File: src/rtl/instr_sequencer.sv
// ============================================================================
// Module  : instr_sequencer
// Purpose : Fetches 20-bit program words over req/ack, issues ALU inst/b and
//           executes JC/JMP/HALT. Optional macro: FETCH_TIMEOUT_EN.
// Revision: 1.0  initial release
// ============================================================================
`default_nettype none

module instr_sequencer #(
   parameter int TIMEOUT = 15
) (
   input  logic        clk,
   input  logic        reset,
   input  logic        start,
   input  logic        carry,
   output logic        mem_req,
   output logic [15:0] mem_addr,
   input  logic        mem_ack,
   input  logic [19:0] mem_rdata,
   output logic [3:0]  inst,
   output logic [15:0] b,
   output logic        issue,
   output logic        halted,
   output logic        err
);

   typedef enum logic [1:0] {
      S_IDLE   = 2'd0,
      S_FETCH  = 2'd1,
      S_EXEC   = 2'd2,
      S_HALTED = 2'd3
   } state_t;

   localparam logic [3:0] OP_JC   = 4'hD;
   localparam logic [3:0] OP_JMP  = 4'hE;
   localparam logic [3:0] OP_HALT = 4'hF;

   if (TIMEOUT < 1) begin : g_timeout_check
      $error("instr_sequencer: TIMEOUT must be at least 1");
   end

   state_t      state_q, state_d;
   logic [15:0] pc_q, pc_d;
   logic [19:0] ir_q, ir_d;
   logic        mem_req_q, mem_req_d;
   logic [3:0]  inst_q, inst_d;
   logic [15:0] b_q, b_d;
   logic        issue_q, issue_d;
   logic        halted_q, halted_d;
   logic [3:0]  ir_op;
   logic [15:0] ir_imm;

`ifdef FETCH_TIMEOUT_EN
   localparam int              CNT_W    = $clog2(TIMEOUT + 1);
   localparam logic [CNT_W-1:0] CNT_LAST = CNT_W'(TIMEOUT - 1);

   logic [CNT_W-1:0] tcnt_q, tcnt_d;
   logic             err_q, err_d;
`endif

   assign ir_op  = ir_q[19:16];
   assign ir_imm = ir_q[15:0];

   always_comb begin
      state_d   = state_q;
      pc_d      = pc_q;
      ir_d      = ir_q;
      mem_req_d = mem_req_q;
      inst_d    = inst_q;
      b_d       = b_q;
      issue_d   = 1'b0;
      halted_d  = halted_q;
`ifdef FETCH_TIMEOUT_EN
      tcnt_d    = tcnt_q;
      err_d     = err_q;
`endif

      case (state_q)
         S_IDLE: begin
            if (start) begin
               state_d   = S_FETCH;
               mem_req_d = 1'b1;
`ifdef FETCH_TIMEOUT_EN
               tcnt_d    = '0;
`endif
            end
         end

         S_FETCH: begin
            // An ack on the same edge the wait budget runs out still wins.
            if (mem_ack) begin
               ir_d      = mem_rdata;
               mem_req_d = 1'b0;
               state_d   = S_EXEC;
            end
`ifdef FETCH_TIMEOUT_EN
            else if (tcnt_q == CNT_LAST) begin
               err_d     = 1'b1;
               halted_d  = 1'b1;
               mem_req_d = 1'b0;
               state_d   = S_HALTED;
            end else begin
               tcnt_d = tcnt_q + CNT_W'(1);
            end
`endif
         end

         S_EXEC: begin
            state_d   = S_FETCH;
            mem_req_d = 1'b1;
`ifdef FETCH_TIMEOUT_EN
            tcnt_d    = '0;
`endif
            case (ir_op)
               OP_JC: begin
                  pc_d = carry ? ir_imm : (pc_q + 16'd1);
               end
               OP_JMP: begin
                  pc_d = ir_imm;
               end
               OP_HALT: begin
                  halted_d  = 1'b1;
                  mem_req_d = 1'b0;
                  state_d   = S_HALTED;
               end
               default: begin
                  inst_d  = ir_op;
                  b_d     = ir_imm;
                  issue_d = 1'b1;
                  pc_d    = pc_q + 16'd1;
               end
            endcase
         end

         S_HALTED: begin
            state_d = S_HALTED;
         end

         default: begin
            state_d = S_IDLE;
         end
      endcase
   end

   always_ff @(posedge clk) begin
      if (reset) begin
         state_q   <= S_IDLE;
         pc_q      <= 16'd0;
         ir_q      <= 20'd0;
         mem_req_q <= 1'b0;
         inst_q    <= 4'd0;
         b_q       <= 16'd0;
         issue_q   <= 1'b0;
         halted_q  <= 1'b0;
`ifdef FETCH_TIMEOUT_EN
         tcnt_q    <= '0;
         err_q     <= 1'b0;
`endif
      end else begin
         state_q   <= state_d;
         pc_q      <= pc_d;
         ir_q      <= ir_d;
         mem_req_q <= mem_req_d;
         inst_q    <= inst_d;
         b_q       <= b_d;
         issue_q   <= issue_d;
         halted_q  <= halted_d;
`ifdef FETCH_TIMEOUT_EN
         tcnt_q    <= tcnt_d;
         err_q     <= err_d;
`endif
      end
   end

   assign mem_req  = mem_req_q;
   assign mem_addr = pc_q;
   assign inst     = inst_q;
   assign b        = b_q;
   assign issue    = issue_q;
   assign halted   = halted_q;
`ifdef FETCH_TIMEOUT_EN
   assign err      = err_q;
`else
   assign err      = 1'b0;
`endif

endmodule

`default_nettype wire

File: config.mk
export PLATFORM = sky130hd
export DESIGN_NAME = instr_sequencer
export DESIGN_NICKNAME = d
export VERILOG_FILES = /design/src/rtl/instr_sequencer.sv
export SDC_FILE = /design/constraint.sdc
export NUM_CORES = 1
export LEC_CHECK = 0
export CAP_MARGIN = 20
export CORE_MARGIN = 2
export CORE_UTILIZATION = 44
export DETAILED_ROUTE_END_ITERATION = 16
export GPL_TIMING_DRIVEN = 1
export PLACE_DENSITY = 0.74
export SLEW_MARGIN = 20
export SYNTH_ARGS = -nofsm -noshare
export SYNTH_HDL_FRONTEND = slang
export SYNTH_SLANG_ARGS = --single-unit
File: constraint.sdc
create_clock -name clk -period 2 [get_ports clk]
set_input_delay 0.4 -clock clk [delete_from_list [all_inputs] [get_ports clk]]
set_output_delay 0.4 -clock clk [all_outputs]
set_load 0.01 [all_outputs]
# Word level (Yosys, flattened, before mapping)
# Cells that the tools add are included.
# word_totals
inputBits,25
out_inout_bits,40
regBits,61
word_cells,41
# classes
muxes,11
n_addsub,1
n_bitwise,3
n_eq_ne,8
reduce_logical,10
# ops
operator,n
16-bit one-hot mux with 3 select lines,1
16-bit by 1-bit adder with 16-bit output (second input constant),1
16-bit two-way mux,1
4-bit equality test (second input constant),3
2-bit AND reduction,5
2-bit one-hot mux with 4 select lines,1
2-bit two-way mux,3
2-bit equality test (second input constant),2
1-bit two-way mux,4
2-bit != test (second input constant),2
1-bit NOT,3
1-bit one-hot mux with 3 select lines,1
3-bit AND reduction,1
3-bit nonzero test,1
3-bit OR reduction,1
2-bit by 1-bit equality test with 1-bit output (second input constant),1
2-bit logical NOT,1
2-bit OR reduction,1

# Longest topological paths before layout
# Gate-level depths: netlist (run 1).
# depth
depth_word,4
depth_mapped,5
mapped_depth_nobuf,5

# Worst setup path after synthesis (run 1)
# Ideal clock, no wire load.
# synth_path
kind,register to register
from,register pc_q[0] (netlist: mem_addr[0])
to,register pc_q[14] (netlist: mem_addr[14])
path_buffers,0
path_slack_ns,0.017
required_ns,1.919
arrival_ns,1.903
stages_incl_launch_ff,6
setup_ns,0.081
cell_sequence,dfxtp_1 -> ha_1 -> nand4_1 -> or4_1 -> or3_1 -> a41oi_1
# synth_via
elab_chain_cells,3
# synth_rtl
item,line_no,source
start: declaration,43,"logic [15:0] pc_q, pc_d;"
start signal: assignment,161,pc_q <= pc_d;
16-bit by 1-bit adder with 16-bit output (*),"116, 130",
16-bit two-way mux,116,pc_d = carry ? ir_imm : (pc_q + 16'd1);
16-bit one-hot mux with 3 select lines (*),114,case (ir_op)
# Mark *: on every way between the ends. The rest lies on a longest branch, timed or not.
# A chain may end at the register's enable or synchronous reset.

# Worst setup path in the final report (run 1)
# layout_path
from,register pc_q[10] (netlist: mem_addr[10])
to,register pc_q[15] (netlist: mem_addr[15])
# Same word-level chain as after synthesis.

==> results of run 1 <==
[sequential cells by signal, indices dropped and copies added (netlist names)]
register	count
mem_req	1
issue	1
mem_addr	16
b	16
ir_q	20
inst	4
state_q	2
halted	1
[metrics by stage]
step,hold slack (ns),power (mW),util [%],std cells
finish,0.454,2.71,62.9,493
global route,0.474,2.82,62.9,493
CTS,0.456,2.73,62.9,493
detailed placement,0.449,1.55,59.3,478
global placement,0.446,1.55,59.3,478
floorplan,0.444,1.42,-,340
[logic make-up after synthesis]
| family | count (synthesis) | share of synthesized area [%] |
|---|---|---|
| compound gates | 79 | 17.7 |
| fa+ha+maj | 1 | 0.469 |
| buf+inv | 26 | 3.84 |
| flops | 61 | 45.7 |
| mux | 12 | 4.55 |
| other cells | 1 | 0.140 |
| simple gates | 160 | 27.6 |
[critical path: cells and delay by family (launching register included)]
kind               cells  cell delay (ns)
and+or+nand+nor        3             1.21
DFF                    1             0.44
AOI/OAI and AO/OA      1             0.16
[power breakdown]
part	internal [mW]	switching, mW	leakage, nW
Clock	0.721	0.468	0.112
Sequential	1.25	0.0395	0.494
Combinational	0.120	0.113	0.714
Total	2.09	0.620	1.32
[cell usage after synthesis, drive strengths merged]
cell / count / area, um2
a21oi: 47 / 235
o21ba: 1 / 10.0
conb: 1 / 3.75
clkbuf: 18 / 67.6
mux2: 1 / 11.3
a31oi: 1 / 6.26
a2bb2oi: 2 / 17.5
nand3b: 1 / 7.51
or2: 1 / 6.26
o31a: 1 / 8.76
or3: 4 / 26.3
buf: 2 / 12.5
nand2b: 4 / 25.0
and4: 1 / 8.76
o21bai: 1 / 7.51
o22ai: 3 / 18.8
nand3: 10 / 50.1
a22oi: 1 / 7.51
nor2b: 7 / 43.8
ha: 1 / 12.5
a311oi: 1 / 8.76
and3b: 1 / 8.76
or4: 4 / 30.0
nand2: 87 / 327
mux2i: 11 / 110
o32ai: 5 / 43.8
nor2: 20 / 75.1
a41oi: 2 / 17.5
o2bb2ai: 4 / 35.0
inv: 6 / 22.5
o21a: 1 / 7.51
nor3: 9 / 45.0
nand4: 5 / 46.3
o21ai: 8 / 40.0
o211ai: 1 / 7.51
dfxtp: 61 / 1220
nor4: 6 / 37.5
[path summary, 6_finish.rpt]
check,start,cells after the start,slack [ns],end
setup reg to reg,mem_addr[10],4,0.12,mem_addr[15]
hold / removal,b[9],2,0.45,b[9]
hold reg to reg,b[9],2,0.45,b[9]
setup / recovery,mem_addr[10],4,0.12,mem_addr[15]
[final cells by class]
class	instances	share of cell area, %
Multi-Input combinational cell	253	36.5
Sequential cell	61	33.0
Timing Repair Buffer	83	21.6
Clock buffer	10	3.72
Tap cell	75	2.54
Clock inverter	5	2.03
Inverter	6	0.609
[metal layers]
layer	track usage, %	vias up
met5	0	-
li1	-	1338
met3	3.63	14
met4	11.2	0
met1	29.4	1271
met2	36.2	76
==> impl_metrics.csv, run 1 <==
group,metric,value,unit
placed_design,post-dp-hpwl,5170,um
sta,rsz0062_at_grt,"false",
route,routed.top_layer,"met4",
global_routing,grt_pass1_wl,11500,um
critical_path,cp_max_fo,7,
route,drt-pass1-iter-count,4,
hold_path,hold_path.class,"reg2reg",
critical_path,crit_path_top_delay_cell,"or4_1",
finish,area_growth,38.6,%
global_routing,global_route.usage.total,22.6,%
floorplan,die_height,81.9,um
critical_path,start_kind,"flip-flop",
synthesis,seq_area_frac_synth,45.7,%
critical_path,timing.critical_path.arrival,2.15,ns
clocking,clock_sinks,61,
synthesis,post_synthesis_cell_area,0.00267,mm2
global_routing,via_count_of_the_first_global_routing_pass,2492,
route,total_detailed_routing_wirelength,7300,um
sta,post-route-worst-setup-slack,0.121,ns
clocking,ctsHtreeMaxLevel,3,
finish,num-nets-final,440,
placed_design,placement.cell_area,0.00349,mm2
sta,fin_setup_tns,0,ns
finish,n_fill_cell,535,
placed_design,port_buffers,63,
global_routing,number_of_antenna_violations_at_the_first_check_in_global_routing,0,
clocking,post_cts_resized,0,
finish,antennaDiodeCount,0,
clocking,cts_root_buf,"clkbuf_8",
finish,postLayoutCellArea,0.00370,mm2
floorplan,initial_utilization,45.4,%
finish,most_common_cell_after_layout_fill_and_taps_aside,"nand2_1",
critical_path,critPathCaptureType,"flip-flop",
finish,multi_input_comb_area,0.00135,mm2
placed_design,place_ws,0.0550,ns
floorplan,die_area,0.00671,mm2
route,detailedRoute.firstIterationViolations,128,
route,route.detailed.drc,0,
global_routing,largest_net_degree_at_the_start_of_global_routing,63,
clocking,worst_setup_hold_path_clk_slew,0.07,ns
sta,finalSetupViolCount,0,
floorplan,chipWidth,81.9,um
placed_design,gp_congestion,0.875,
sta,timing_max_transition_violations_final,0,
floorplan,floorplan.io_pins,65,
critical_path,crit_path_frequent_cell,"or4_1",
sta,finalHoldViolCount,0,
synthesis,syn_area_per_cell,7.85,um2
clocking,ctsHoldBuffers,0,
sta,finClkSkew,0.00544,ns
route,detail_route.wl_per_cell,14.8,um
synthesis,ys.warnings.count,0,
clocking,ctsLongestPathBuffers,2,
status,run_status,"completed",
power,power-per-cell-area,733,mW/mm2
finish,ff_latch_area,0.00122,mm2
synthesis,synth_cells,340,
route,vias_per_cell,5.47,
critical_path,required,2.27,ns
critical_path,worstSetupPathType,"reg2reg",
job,number_of_max_cap_violations,0,
finish,final_layout_size_suffix_gt1_share,9.81,%
power,power_leakage,1.32,nW
floorplan,coreArea,0.00589,mm2
route,via_count,2699,
clocking,tritoncts,"built",
route,route.met3.wl,366,um
global_routing,global_route.overflow_total,0,
floorplan,rows,28,
clocking,cts_buf_count,9,
synthesis,post_synth_num_cell_types,41,
route,postRouteAntennaNets,0,
power,peakVddDrop,0.000442,V
finish,mostFrequentLayoutCells,"nand2_1, clkdlybuf4s50_1, dfxtp_1",
route,met2WireLength,3490,um
sta,finalWorstPathRequiredPeriod,1.88,ns
synthesis,syn_nets,366,
clocking,clk-insertion-delay-late,0.34,ns
route,wl_met1,3280,um
sta,max_clock_freq,532,MHz
critical_path,path_cells,"nand4_1, or4_1, or4_1, a31oi_1",
sta,timing.final.crit_share,94.0,%
critical_path,slowest_delay,0.58,ns
clocking,postCtsSetupBuffers,0,
synthesis,synth-seq-cells,61,
Note: power is estimated with default switching activity, not from simulation.
==> inputs of run 2 (changes only) <==
- PLACE_DENSITY: 0.74 -> 0.78
==> run 2 against run 1 <==
Hold slack worse by 0.0013 ns. Largest cell class unchanged. Largest power group is now the clock network. Critical path depth stayed put. Highest routed layer unchanged. Maximum frequency fell by 0.82%. Cell count increased by 0.20%. Clock power is 14% higher. Clock skew is 0.0018 ns higher.
==> impl_metrics.csv, run 2 (synthesis results as in run 1) <==
group,metric,value,unit
status,run_status,"completed",
finish,num-nets-final,440,
critical_path,slowest_delay,0.58,ns
finish,largest_register_ff_count,20,
global_routing,global_route.usage.total,23.5,%
sta,post-route-worst-setup-slack,0.106,ns
placed_design,post-dp-hpwl,4950,um
sta,finalSetupViolCount,0,
floorplan,floorplan.io_pins,65,
critical_path,crit_path_frequent_cell,"or4_1",
finish,most_common_cell_after_layout_fill_and_taps_aside,"nand2_1",
finish,mostFrequentLayoutCells,"nand2_1, clkdlybuf4s50_1, dfxtp_1",
floorplan,chipWidth,81.9,um
clocking,clk-insertion-delay-late,0.34,ns
clocking,cts_root_buf,"clkbuf_8",
critical_path,reg2regPathDepth,4,
route,drt-pass1-iter-count,5,
critical_path,worstSetupPathType,"reg2reg",
power,fin_total_pwr,2.88,mW
global_routing,global_route.overflow_total,0,
floorplan,rows,28,
route,detailedRoute.firstIterationViolations,244,
sta,finalWorstPathRequiredPeriod,1.89,ns
critical_path,critPathCaptureType,"flip-flop",
floorplan,coreArea,0.00589,mm2
clocking,worst_setup_hold_path_clk_slew,0.07,ns
finish,multi_input_comb_area,0.00135,mm2
clocking,clock_sinks,61,
critical_path,regToRegSetupSlack,0.11,ns
placed_design,post-place-cells,477,
clocking,postCtsSetupBuffers,0,
floorplan,die_height,81.9,um
floorplan,initial_utilization,45.4,%
critical_path,r2r-end,"mem_addr[15]",
critical_path,required,2.26,ns
sta,timing_max_transition_violations_final,0,
finish,final_cell_count_no_fill,494,
critical_path,start_kind,"flip-flop",
route,detail_route.wl_per_cell,14.8,um
placed_design,port_buffers,63,
placed_design,place_ws,0.0147,ns
clocking,post_cts_resized,0,
hold_path,hold_depth,2,
route,postRouteAntennaNets,0,
clocking,tritoncts,"built",
finish,largest_register,"ir_q",
global_routing,largest_net_degree_at_the_start_of_global_routing,63,
sta,timing.final.crit_share,94.7,%
global_routing,number_of_antenna_violations_at_the_first_check_in_global_routing,0,
route,total_detailed_routing_wirelength,7290,um
job,number_of_max_cap_violations,0,
sta,max_clock_freq,528,MHz
sta,final.hold.worst_slack,0.453,ns
critical_path,path_cells,"nand4_1, or4_1, or4_1, a31oi_1",
critical_path,crit-reg2reg-launch,"mem_addr[9]",
route,vias_per_cell,5.48,
finish,final_layout_size_suffix_gt1_share,10.0,%
hold_path,hold_path.startpoint,"b[1]",
finish,n_fill_cell,508,
sta,finClkSkew,0.00723,ns
clocking,cts_buf_count,9,
finish,post-route-util,63.5,%
hold_path,worst_case_hold_path_end_point,"b[1]",
power,peakVddDrop,0.000463,V
placed_design,gp_congestion,0.901,
floorplan,die_area,0.00671,mm2
sta,rsz0062_at_grt,"false",
finish,postLayoutCellArea,0.00374,mm2
finish,antennaDiodeCount,0,
finish,area_growth,39.9,%
critical_path,timing.critical_path.arrival,2.16,ns
critical_path,crit_path_top_delay_cell,"or4_1",
finish,ff_latch_area,0.00122,mm2
global_routing,via_count_of_the_first_global_routing_pass,2662,
critical_path,cp_max_fo,7,
hold_path,hold_path.class,"reg2reg",
sta,finalHoldViolCount,0,
route,via_count,2709,
global_routing,grt_pass1_wl,12100,um
clocking,ctsHoldBuffers,0,
power,power-per-cell-area,770,mW/mm2
sta,fin_setup_tns,0,ns
clocking,ctsLongestPathBuffers,2,
clocking,ctsHtreeMaxLevel,3,
power,power_leakage,1.33,nW
route,route.detailed.drc,0,
placed_design,placement.cell_area,0.00348,mm2
## run 2: cell count changes in the layout (fill, tap and decap cells not counted), sizes merged
| cell | before | now |
|---|---|---|
| bufinv | 2 | 3 |
| clkinv | 3 | 1 |
| clkinvlp | 0 | 2 |
## run 2: worst max path at each step
stage | start | end | slack, ns | cells past startpoint
after floorplan | mem_addr[0] | mem_addr[14] | 0.02 | 5
after global placement | carry | mem_addr[15] | 0.08 | 5
after detailed placement | carry | mem_addr[15] | 0.01 | 5
after CTS | mem_addr[9] | mem_addr[15] | 0.1 | 4
after global routing | mem_addr[1] | mem_addr[14] | 0.01 | 5
final | mem_addr[9] | mem_addr[15] | 0.11 | 4
## run 2: report_power, final
group	internal (mW)	switching [mW]	leakage, nW	total, mW
Sequential	1.25	0.0375	0.494	1.29
Clock	0.859	0.497	0.119	1.36
Combinational	0.117	0.115	0.714	0.232
## run 2: final cells by class
type                            instances  area share [%]
Sequential cell                        61            32.7
Clock inverter                          6            2.95
Inverter                                6           0.603
Timing Repair Buffer                   83            21.4
Tap cell                               75            2.51
Clock buffer                           10            3.68
Multi-Input combinational cell        253            36.1
## run 2: per-layer routing
metal | vias to the layer above | part of all wire, % | global-route usage (%)
met4 | 0 | 2.1 | 11.0
met1 | 1279 | 43 | 29.9
met3 | 16 | 5.0 | 4.51
met5 | - | 0 | 0
met2 | 79 | 49 | 38.4
li1 | 1335 | - | -
## run 2: critical path, delay by kind of cell (launching register included)
family | cells | cell delay, ns
compound gates | 1 | 0.18
flops | 1 | 0.44
simple gates | 3 | 1.21
==> inputs of run 3 (changes only) <==
- CORE_UTILIZATION: 44 -> 53
- PLACE_DENSITY: 0.78 -> 0.88
- clock period: 2 -> 2.35 ns (I/O delays scaled with it)
==> run 3 against run 2 <==
Setup slack gained 0.25 ns. Die area decreased by 16%. Cell count decreased by 4.0%. Sequential power shrank 15%. Largest power group is now sequential cells. Global-route usage is 3.2 points higher. Sequential share of layout area grew 1.6 points. Total power is 23% lower. Critical path depth unchanged. Clock-buffer cell count unchanged. Wire length is 2.8% lower. Largest cell class unchanged. Clock power is 32% lower.
==> impl_metrics.csv, run 3 (synthesis results as in run 1) <==
group,metric,value,unit
critical_path,start_kind,"flip-flop",
critical_path,kind_of_cell_adding_the_most_delay_to_the_critical_path,"simple AND/OR/NAND/NOR gates",
finish,n_fill_cell,351,
global_routing,number_of_antenna_violations_at_the_first_check_in_global_routing,0,
global_routing,met2_usage,40.7,%
finish,postLayoutCellArea,0.00356,mm2
critical_path,worstSetupPathType,"reg2reg",
hold_path,hold_path.class,"reg2reg",
floorplan,coreArea,0.00479,mm2
placed_design,place_ws,0.322,ns
global_routing,grtUsageMet3,7.10,%
floorplan,initial_utilization,55.8,%
sta,fin_setup_tns,0,ns
route,vias_per_cell,5.67,
sta,finalSetupViolCount,0,
critical_path,path_cells,"nand3_1, or4_1, or4_1, a31oi_1",
global_routing,via_count_of_the_first_global_routing_pass,2437,
placed_design,port_buffers,63,
global_routing,global_route.usage.met1,36.7,%
sta,post-route-worst-setup-slack,0.356,ns
sta,max_clock_freq,501,MHz
route,detail_route.wl_per_cell,14.9,um
critical_path,reg2regPathDepth,4,
hold_path,worst_case_hold_path_end_point,"b[7]",
sta,slew_headroom,64.3,%
route,postRouteAntennaNets,0,
critical_path,cp_max_fo,8,
status,run_status,"completed",
finish,largest_register,"ir_q",
critical_path,regToRegSetupSlack,0.36,ns
global_routing,grt_pass1_wl,11300,um
clocking,ctsLongestPathBuffers,2,
critical_path,r2r-end,"mem_addr[15]",
sta,finalWorstPathRequiredPeriod,1.99,ns
power,peakVddDrop,0.000473,V
clocking,cts_root_buf,"clkbuf_8",
job,number_of_max_cap_violations,0,
critical_path,crit_path_top_delay_cell,"or4_1",
global_routing,global_route.usage.total,26.7,%
sta,timing_max_transition_violations_final,0,
clocking,ctsHtreeMaxLevel,3,
sta,tightest_slew,0.533,ns
route,via_count,2687,
sta,timing.final.crit_share,84.9,%
placed_design,placement.cell_area,0.00336,mm2
finish,antennaDiodeCount,0,
floorplan,chipWidth,75.0,um
finish,area_growth,33.5,%
clocking,clk-insertion-delay-late,0.33,ns
sta,rsz0062_at_grt,"false",
critical_path,crit_path_frequent_cell,"or4_1",
critical_path,crit-reg2reg-launch,"mem_addr[0]",
route,route.detailed.drc,0,
clocking,post_cts_resized,0,
critical_path,critical_path_buf_inv_count,0,
global_routing,largest_net_degree_at_the_start_of_global_routing,43,
power,power-per-cell-area,621,mW/mm2
finish,num-nets-final,428,
critical_path,critPathCaptureType,"flip-flop",
floorplan,die_height,75.0,um
clocking,ctsHoldBuffers,0,
sta,finalHoldViolCount,0,
global_routing,grt_most_used_layer,"met2",
placed_design,post-dp-hpwl,4820,um
critical_path,slowest_delay,0.58,ns
hold_path,hold_path.startpoint,"b[7]",
clocking,tritoncts,"built",
placed_design,gp_congestion,0.833,
finish,most_common_cell_after_layout_fill_and_taps_aside,"nand2_1",
floorplan,floorplan.io_pins,65,
route,total_detailed_routing_wirelength,7080,um
finish,final_layout_size_suffix_gt1_share,7.37,%
critical_path,timing.critical_path.arrival,2.25,ns
clocking,cts_buf_count,9,
power,power_leakage,1.23,nW
route,detailedRoute.firstIterationViolations,336,
critical_path,timing.critical_path.depth,4,
global_routing,global_route.overflow_total,0,
finish,mostFrequentLayoutCells,"nand2_1, clkdlybuf4s50_1, dfxtp_1",
critical_path,required,2.60,ns
clocking,postCtsSetupBuffers,0,
clocking,worst_setup_hold_path_clk_slew,0.07,ns
route,drt-pass1-iter-count,7,
floorplan,die_area,0.00562,mm2
sta,finClkSkew,0.00589,ns
floorplan,rows,25,
hold_path,hold_depth,2,
finish,largest_register_ff_count,20,
clocking,clock_sinks,61,
run 3: cell types whose count changed in the layout (fill, tap and decap cells not counted), sizes merged:
cell      delta
buf         -12
bufinv       -2
clkinv       +1
clkinvlp     +1
run 3: stage by stage:
step,total power [mW],std cells,hold slack (ns),utilization (%)
after floorplan,1.21,340,0.444,-
final,2.21,474,0.455,74.5
after global routing,2.30,474,0.478,74.5
after global placement,1.30,458,0.447,70.3
after CTS,2.22,474,0.460,74.5
after detailed placement,1.30,458,0.445,70.3
run 3: how the worst max path moves through the flow:
stage           startpoint      endpoint  slack [ns]
5_1_grt        mem_addr[0]  mem_addr[14]        0.26
3_3_place_gp         carry  mem_addr[15]        0.37
6_report       mem_addr[0]  mem_addr[15]        0.36
2_1_floorplan  mem_addr[0]  mem_addr[14]        0.37
3_5_place_dp         carry  mem_addr[15]        0.32
4_1_cts        mem_addr[0]  mem_addr[14]        0.36
run 3: layout make-up:
class	instances	area (um2)	share of cell area, %
repair buffers	71	686	19.2
well taps	67	83.8	2.35
multi-input cells	253	1350	37.9
clock inverters	6	62.6	1.76
inverters	6	22.5	0.632
flip-flops and latches	61	1220	34.3
clock buffers	10	138	3.86
run 3: worst register-to-register path, cell delays in order (launching register included):
cell     delay [ns]
dfxtp_1        0.47
nand3_1        0.29
or4_1          0.58
or4_1          0.41
a31oi_1        0.17
run 3: power by group:
part	internal (mW)	switching (mW)
registers	1.06	0.0372
clock network	0.514	0.414
logic	0.0923	0.0902
run 3: layer usage:
layer	share of wire, %	wire, um
met5	0	0
met4	1.4	97
met3	8.7	616
met2	48	3410
met1	42	2960
